[src/rtl/lock_controller.sv]
// Keypad lock sequencer: PIN check, timed unlock, retry lockout and PIN reprogramming.
// All outputs registered; every decision lands one cycle after the causing key or prog_req.
module lock_controller #(
  parameter int PIN_LEN = 4,
  parameter int MAX_TRIES = 3,
  parameter int UNLOCK_CYC = 5000,
  parameter int LOCKOUT_CYC = 30000,
  parameter int ENTRY_TO_CYC = 20000,
  parameter logic [4*PIN_LEN-1:0] DEFAULT_PIN = 16'h1234
) (
  input  logic                           clk,
  input  logic                           rst,
  input  logic                           key_valid,
  input  logic [3:0]                     key_code,
  input  logic                           prog_req,
  output logic                           unlock,
  output logic                           locked_out,
  output logic                           prog_mode,
  output logic                           ok_pulse,
  output logic                           err_pulse,
  output logic [$clog2(PIN_LEN+1)-1:0]   digit_cnt,
  output logic [$clog2(MAX_TRIES+1)-1:0] tries_left
);

  localparam int BW = 4 * PIN_LEN;
  localparam int CW = $clog2(PIN_LEN + 1);
  localparam int RW = $clog2(MAX_TRIES + 1);
  localparam int MAX_A = (UNLOCK_CYC > LOCKOUT_CYC) ? UNLOCK_CYC : LOCKOUT_CYC;
  localparam int MAX_C = (MAX_A > ENTRY_TO_CYC) ? MAX_A : ENTRY_TO_CYC;
  localparam int TW = $clog2(MAX_C);

  localparam logic [TW-1:0] UNL_LD = TW'(UNLOCK_CYC - 1);
  localparam logic [TW-1:0] LCK_LD = TW'(LOCKOUT_CYC - 1);
  localparam logic [TW-1:0] ETO_LD = TW'(ENTRY_TO_CYC - 1);
  localparam logic [RW-1:0] TRIES_LD = RW'(MAX_TRIES);
  localparam logic [CW-1:0] FULL_CNT = CW'(PIN_LEN);

  typedef enum logic [2:0] {
    S_IDLE,
    S_ENTRY,
    S_UNLOCKED,
    S_LOCKOUT,
    S_PROG
  } state_t;

  state_t          state, state_n;
  logic [BW-1:0]   pin_reg, pin_n;
  logic [BW-1:0]   buffer, buf_n;
  logic [CW-1:0]   cnt_n;
  logic            ovf, ovf_n;
  logic [RW-1:0]   tries_n;
  logic [TW-1:0]   timer, timer_n;
  logic            ok_n, err_n;
  logic            key_acc;
  logic            is_digit, is_star, is_hash, timer_zero, entry_full;

  assign is_digit   = key_valid && (key_code <= 4'd9);
  assign is_star    = key_valid && (key_code == 4'hA);
  assign is_hash    = key_valid && (key_code == 4'hB);
  assign timer_zero = (timer == '0);
  assign entry_full = (digit_cnt == FULL_CNT) && !ovf;

  always_comb begin
    state_n = state;
    pin_n   = pin_reg;
    buf_n   = buffer;
    cnt_n   = digit_cnt;
    ovf_n   = ovf;
    tries_n = tries_left;
    ok_n    = 1'b0;
    err_n   = 1'b0;
    key_acc = 1'b0;
    timer_n = timer_zero ? timer : timer - TW'(1);

    // ENTRY and PROG share the digit buffering; a full buffer only flags overflow
    if ((state == S_ENTRY || state == S_PROG) && is_digit) begin
      key_acc = 1'b1;
      if (digit_cnt == FULL_CNT) begin
        ovf_n = 1'b1;
      end else begin
        buf_n = (buffer << 4) | {{(BW-4){1'b0}}, key_code};
        cnt_n = digit_cnt + CW'(1);
      end
    end

    case (state)
      S_IDLE: begin
        if (is_digit) begin
          state_n = S_ENTRY;
          buf_n   = {{(BW-4){1'b0}}, key_code};
          cnt_n   = CW'(1);
        end
      end
      S_ENTRY: begin
        if (is_star) begin
          key_acc = 1'b1;
          buf_n   = '0;
          cnt_n   = '0;
          ovf_n   = 1'b0;
        end else if (is_hash) begin
          key_acc = 1'b1;
          if (entry_full && buffer == pin_reg) begin
            state_n = S_UNLOCKED;
            ok_n    = 1'b1;
            tries_n = TRIES_LD;
          end else begin
            err_n   = 1'b1;
            tries_n = tries_left - RW'(1);
            state_n = (tries_left == RW'(1)) ? S_LOCKOUT : S_IDLE;
          end
        end else if (!is_digit && timer_zero) begin
          state_n = S_IDLE;
        end
      end
      S_UNLOCKED: begin
        if (prog_req) begin
          state_n = S_PROG;
        end else if (is_hash || timer_zero) begin
          state_n = S_IDLE;
        end
      end
      S_LOCKOUT: begin
        if (timer_zero) begin
          state_n = S_IDLE;
          tries_n = TRIES_LD;
        end
      end
      S_PROG: begin
        if (is_star) begin
          state_n = S_IDLE;
        end else if (is_hash) begin
          key_acc = 1'b1;
          if (entry_full) begin
            pin_n   = buffer;
            ok_n    = 1'b1;
            state_n = S_IDLE;
          end else begin
            err_n = 1'b1;
            buf_n = '0;
            cnt_n = '0;
            ovf_n = 1'b0;
          end
        end else if (!is_digit && timer_zero) begin
          state_n = S_IDLE;
        end
      end
      default: state_n = S_IDLE;
    endcase

    // Leaving the digit-collecting states always discards the partial entry
    if (state_n != S_ENTRY && state_n != S_PROG) begin
      buf_n = '0;
      cnt_n = '0;
      ovf_n = 1'b0;
    end

    if (state_n != state || key_acc) begin
      case (state_n)
        S_UNLOCKED: timer_n = UNL_LD;
        S_LOCKOUT:  timer_n = LCK_LD;
        default:    timer_n = ETO_LD;
      endcase
    end
  end

  always_ff @(posedge clk) begin
    if (!rst) begin
      state      <= S_IDLE;
      pin_reg    <= DEFAULT_PIN;
      buffer     <= '0;
      digit_cnt  <= '0;
      ovf        <= 1'b0;
      tries_left <= TRIES_LD;
      timer      <= '0;
      unlock     <= 1'b0;
      locked_out <= 1'b0;
      prog_mode  <= 1'b0;
      ok_pulse   <= 1'b0;
      err_pulse  <= 1'b0;
    end else begin
      state      <= state_n;
      pin_reg    <= pin_n;
      buffer     <= buf_n;
      digit_cnt  <= cnt_n;
      ovf        <= ovf_n;
      tries_left <= tries_n;
      timer      <= timer_n;
      unlock     <= (state_n == S_UNLOCKED);
      locked_out <= (state_n == S_LOCKOUT);
      prog_mode  <= (state_n == S_PROG);
      ok_pulse   <= ok_n;
      err_pulse  <= err_n;
    end
  end

endmodule

[config.mk]
export PLATFORM = sky130hd
export DESIGN_NAME = lock_controller
export DESIGN_NICKNAME = d
export VERILOG_FILES = /design/src/rtl/lock_controller.sv
export SDC_FILE = /design/constraint.sdc
export NUM_CORES = 1
export LEC_CHECK = 0
export CORE_AREA = 3 3 80 82
export CTS_CLUSTER_SIZE = 30
export DETAILED_ROUTE_END_ITERATION = 8
export DIE_AREA = 0 0 83 85
export PLACE_DENSITY = 0.75
export SLEW_MARGIN = 15
export SYNTH_ARGS = -nofsm -noshare
export SYNTH_HDL_FRONTEND = slang
export SYNTH_SLANG_ARGS = --single-unit
[constraint.sdc]
create_clock -name clk -period 5.65 [get_ports clk]
set_input_delay 0.8475 -clock clk [delete_from_list [all_inputs] [get_ports clk]]
set_output_delay 0.8475 -clock clk [all_outputs]
set_load 0.01 [all_outputs]
==> Yosys cells after proc, flatten, opt, wreduce, memory -nomap -nowiden <==
Cells that the tools add are included.
{ "word_totals": {"ff_bits": 61, "output_inout_bits": 10, "elab_cells": 120} }
{ "classes": {"addsub": 3, "n_lt_le_gt_ge": 1, "n_eq_ne": 19, "muxes": 63, "n_bitwise": 3, "n_reduce_logical": 19} }
{ "op_table": {"columns": ["op", "n"], "rows": [
  ["2-to-1 mux 16 bit", 7],
  ["2-to-1 mux 3 bit", 17],
  ["case mux 16 bit (3 select lines)", 1],
  ["2-to-1 mux 15 bit", 2],
  ["case mux 15 bit (2 select lines)", 1],
  ["2-to-1 mux 1 bit", 22],
  ["== test 16 bit", 1],
  ["OR 16 x 4 -> 16 bit", 1],
  ["logical NOT 15 bit", 1],
  ["case mux 3 bit (5 select lines)", 1],
  ["subtractor 15 x 1 -> 15 bit (second input constant)", 1],
  ["== test 3 x 2 -> 1 bit (second input constant)", 4],
  ["2-to-1 mux 2 bit", 6],
  ["== test 3 bit (second input constant)", 3],
  ["case mux 3 bit (3 select lines)", 1],
  ["== test 4 bit (second input constant)", 2],
  ["logical AND 1 bit", 8],
  ["case mux 1 bit (2 select lines)", 4],
  ["AND reduction 4 bit", 2],
  ["!= test 2 bit (second input constant)", 3],
  ["less-or-equal comparator 4 bit (second input constant)", 1],
  ["case mux 2 bit (2 select lines)", 1],
  ["adder 3 x 1 -> 3 bit (second input constant)", 1],
  ["== test 3 x 1 -> 1 bit (second input constant)", 1],
  ["other kinds (12)", 16]
]} }

==> Depth between registers and ports, before layout <==
{ "depth": {"ltp_word": 11, "depth_mapped": 11, "ltp_nobuf": 9} }

==> Least setup slack after synthesis <==
OpenSTA, ideal clock, no wires.
{ "synth_timing": {"kind": "input to register", "start": "input key_code[2]", "end": "register timer[5]", "setup_time_ns": 0.070, "t_arrival_ns": 2.565, "path_slack_ns": 3.015, "path_stages": 8, "path_buffers": 1, "cell_sequence": "nand4b_1 -> nor4_4 -> nand2_1 -> a41oi_2 -> o311ai_4 -> or2_1 -> buf_4 -> o2bb2ai_1"} }
{ "synth_between": {"elab_chain_cells": 11, "word_cells_on_any_way": 31} }
{ "synth_lines": {"columns": ["item", "line_no", "source"], "rows": [
  ["start: declaration", "14", "input logic [3:0] key_code,"],
  ["less-or-equal comparator 4 bit", "57", "assign is_digit = key_valid && (key_code <= 4'd9);"],
  ["logical AND 1 bit", "57", null],
  ["logical NOT 1 bit", "111, 143", null],
  ["logical AND 1 bit", "111, 143", null],
  ["2-to-1 mux 3 bit", "111, 143", null],
  ["2-to-1 mux 3 bit, on equally long branches", "131, 100", null],
  ["2-to-1 mux 3 bit, on equally long branches", "129, 95", null],
  ["case mux 3 bit (5 select lines)", "86", "case (state)"],
  ["== test 3 x 2 -> 1 bit or != test 3 bit (tied branches)", "158, 157", null],
  ["case mux 15 bit (2 select lines) or logical OR 1 bit (tied branches)", "158, 157", null],
  ["2-to-1 mux 15 bit or != test 2 x 1 -> 1 bit (tied branches)", null, null],
  ["end signal: assignment", "187", "timer <= timer_n;"],
  ["end: declaration", "52", "logic [TW-1:0] timer, timer_n;"]
]} }
Several ways; a longest one is shown, not always the timed one.
A chain may end at the register's enable or synchronous reset.

==> Final worst setup path <==
{ "layout_timing": {"start": "input key_valid", "end": "register timer[8]"} }
{ "layout_between": {"elab_chain_cells": 10, "word_cells_on_any_way": 28} }
{ "layout_lines": {"columns": ["item", "line_no", "source"], "rows": [
  ["start: declaration", "13", "input logic key_valid,"],
  ["logical AND 1 bit", "57", null],
  ["logical NOT 1 bit", "111, 143", null],
  ["logical AND 1 bit", "111, 143", null],
  ["2-to-1 mux 3 bit", "111, 143", null],
  ["2-to-1 mux 3 bit, on equally long branches", "131, 100", null],
  ["2-to-1 mux 3 bit, on equally long branches", "129, 95", null],
  ["case mux 3 bit (5 select lines)", "86", null],
  ["== test 3 x 2 -> 1 bit or != test 3 bit (tied branches)", "158, 157", null],
  ["case mux 15 bit (2 select lines) or logical OR 1 bit (tied branches)", "158, 157", null],
  ["2-to-1 mux 15 bit or != test 2 x 1 -> 1 bit (tied branches)", null, null]
]} }
Several ways; a longest one is shown, not always the timed one.

==> flow_summary.ini <==
[clock_network]
cts_buffers = 9
insertion_delay_ns = 0.34
clkTransAtPathRegs_ns = 0.07
cts_resized = 0
hold_buffers = 0
htree_num_levels = 3
cts-root-buf = clkbuf_8
clock_sink_count = 61
cts_setup_buffers = 0
cts_tree = yes
clockBufferDepth = 2

[status]
status = complete, no violations

[grt]
antenna_found_initial = 0
first_global_vias = 2435
globalRoute.totalOverflow = 0
grt_max_degree = 25
grt_pass1_wl_um = 11460
track_usage_pct = 20.10

[timing]
max_slew_margin_pct = 39.01
post-route-period-util_pct = 56.81
fin_worst_skew_ns = 0.007266
max_freq_ghz = 0.3116
max_slew.worst_pin.slew_ns = 0.9123
setup_viol = 0
finalSetupTns_ns = 0
timing.final.crit_period_ns = 3.210
hold_ws_ns = 0.5029
rsz0062_at_grt = false
maxSlewViolCount = 0
finalHoldViolCount = 0

[drt]
wl_per_cell_um = 15.16
drt_iter0_drc = 245
drt-total-wl_um = 6684
postRouteAntennaNets = 0
drcViolationCount = 0
firstDrtPassIters = 5
vias_per_cell = 5.694
num_vias = 2511

[worst_setup_path]
r2r_setup_slack_ns = 2.65
r2r-start = state[0]
critPathLaunchType = input pin
rr_endpoint = buffer[0]
startpoint = key_valid
required_ns = 5.91
r2r_cells = 6
worstSetupPathType = input pin to flop
endpoint = timer[8]
cp.arrival_ns = 3.47
cp_max_fo = 9
end_kind = flop

[final_layout]
n_antenna_cell = 0
seq_area_mm2 = 0.001221
syn_to_final_growth_pct = 14.45
nets = 373
multi_input_area_mm2 = 0.001754
final_cell_mix = dfxtp_1 (61), nor2_1 (50), mux2i_1 (24)
mostFrequentLayoutCell = dfxtp_1
drive_above_1_share_pct = 11.20
nFillCells = 518
final_util_pct = 61.17

[worst_hold_path]
hp-class = flop to flop

[synth]
synthTopCellsByArea = dfxtp_1 (39%), mux2i_1 (7.7%), nor2_1 (6.0%)
synth_top_area_share_pct = 39.29
synth_fp_nets = 359
syn_inst = 347
synth_edf_count = 0
seq_area_frac_synth_pct = 39.29
avgSynthCellArea_um2 = 8.957
ys.flop_type = dfxtp_1
syn_area_mm2 = 0.003108
synthDistinctLibCells = 69
synth_top_area_cell = dfxtp_1
ys_async_sr_fraction_pct = 0
yosysWarnings = 0
synth.ff_latch_count = 61

[placed_design]
gp_congestion = 0.9210
portBuffers = 17
dp_hpwl_um = 4728

[die]
die_w_um = 83
pin_count = 18
rows = 28
fp.dieArea_mm2 = 0.007055
die_height_um = 85
coreArea_mm2 = 0.005816
initial_core_util_pct = 53.44

[pwr]
leakage_nw = 1.494
fin_total_pwr_mw = 1.136
power-per-cell-area_mw_per_mm2 = 319.4
max-vdd-ir-drop_v = 0.0002999

[run]
maxCapViolCount = 0
report_power, final:
part	total, mW	internal (mW)	switching (mW)
Combinational	0.179	0.0801	0.0994
Clock	0.478	0.295	0.183
Sequential	0.479	0.453	0.0255
Total	1.14	0.829	0.308
logic make-up (layout without fill, tap and decap cells):
kind of cell               Yosys count  in the layout  synth area share, %
AOI/OAI and AO/OA                   67             67                15.86
xor gates and xnor gates            29             29                8.173
adders and majority gates            4              4                1.610
buffers and inverters               32             51                4.629
DFF                                 61             61                39.29
muxes                               25             25                8.212
and+or+nand+nor                    129            129                22.22
how the worst min path moves through the flow:
stage,depth (start not counted),from,endpoint
floorplan,2,pin_reg[4],pin_reg[4]
global placement,2,pin_reg[5],pin_reg[5]
detailed placement,2,pin_reg[12],pin_reg[12]
CTS,2,pin_reg[12],pin_reg[12]
global route,2,pin_reg[9],pin_reg[9]
finish,2,pin_reg[12],pin_reg[12]
stage by stage:
step | std cells | setup slack, ns | cell area, um^2
5_1_grt | 441 | 2.218 | 3557
3_3_place_gp | 425 | 2.154 | 3303
2_1_floorplan | 347 | 3.015 | 3108
4_1_cts | 441 | 2.457 | 3550
3_5_place_dp | 425 | 2.119 | 3303
6_report | 441 | 2.440 | 3557
cell usage after synthesis, types with 3 or more instances:
master,count
dfxtp_1,61
nor2_1,50
mux2i_1,24
nand2_1,22
xor2_1,21
a21oi_1,18
inv_1,16
nor3_1,10
clkbuf_1,9
nand3_1,9
o21ai_0,8
xnor2_1,8
nand2b_1,6
nor4_1,5
o21ai_1,5
buf_4,4
ha_1,4
o211ai_1,4
and2_1,3
critical path, stage by stage:
cell and delay (ns):
clkdlybuf4s50_1 0.59, nand4b_1 0.31, nor4_4 0.47, nand2_1 0.19
a41oi_2 0.30, o311ai_4 0.19, or2_1 0.39, o21bai_1 0.18
final cells by class:
class | instances | share of cell area (%)
clock buffers | 9 | 3.482
flip-flops and latches | 61 | 34.33
multi-input cells | 254 | 49.31
clock inverters | 7 | 3.447
repair buffers | 18 | 4.995
inverters | 17 | 1.794
well taps | 75 | 2.638
per-layer routing:
metal	share of wire (%)	GRT usage, %	up-vias
met3	4.8	3.495	23
met4	2.7	10.40	0
met1	43	24.80	1165
li1	-	-	1245
met2	50	33.75	78
met5	0	0	-
Note: power is estimated with default switching activity, not from simulation.
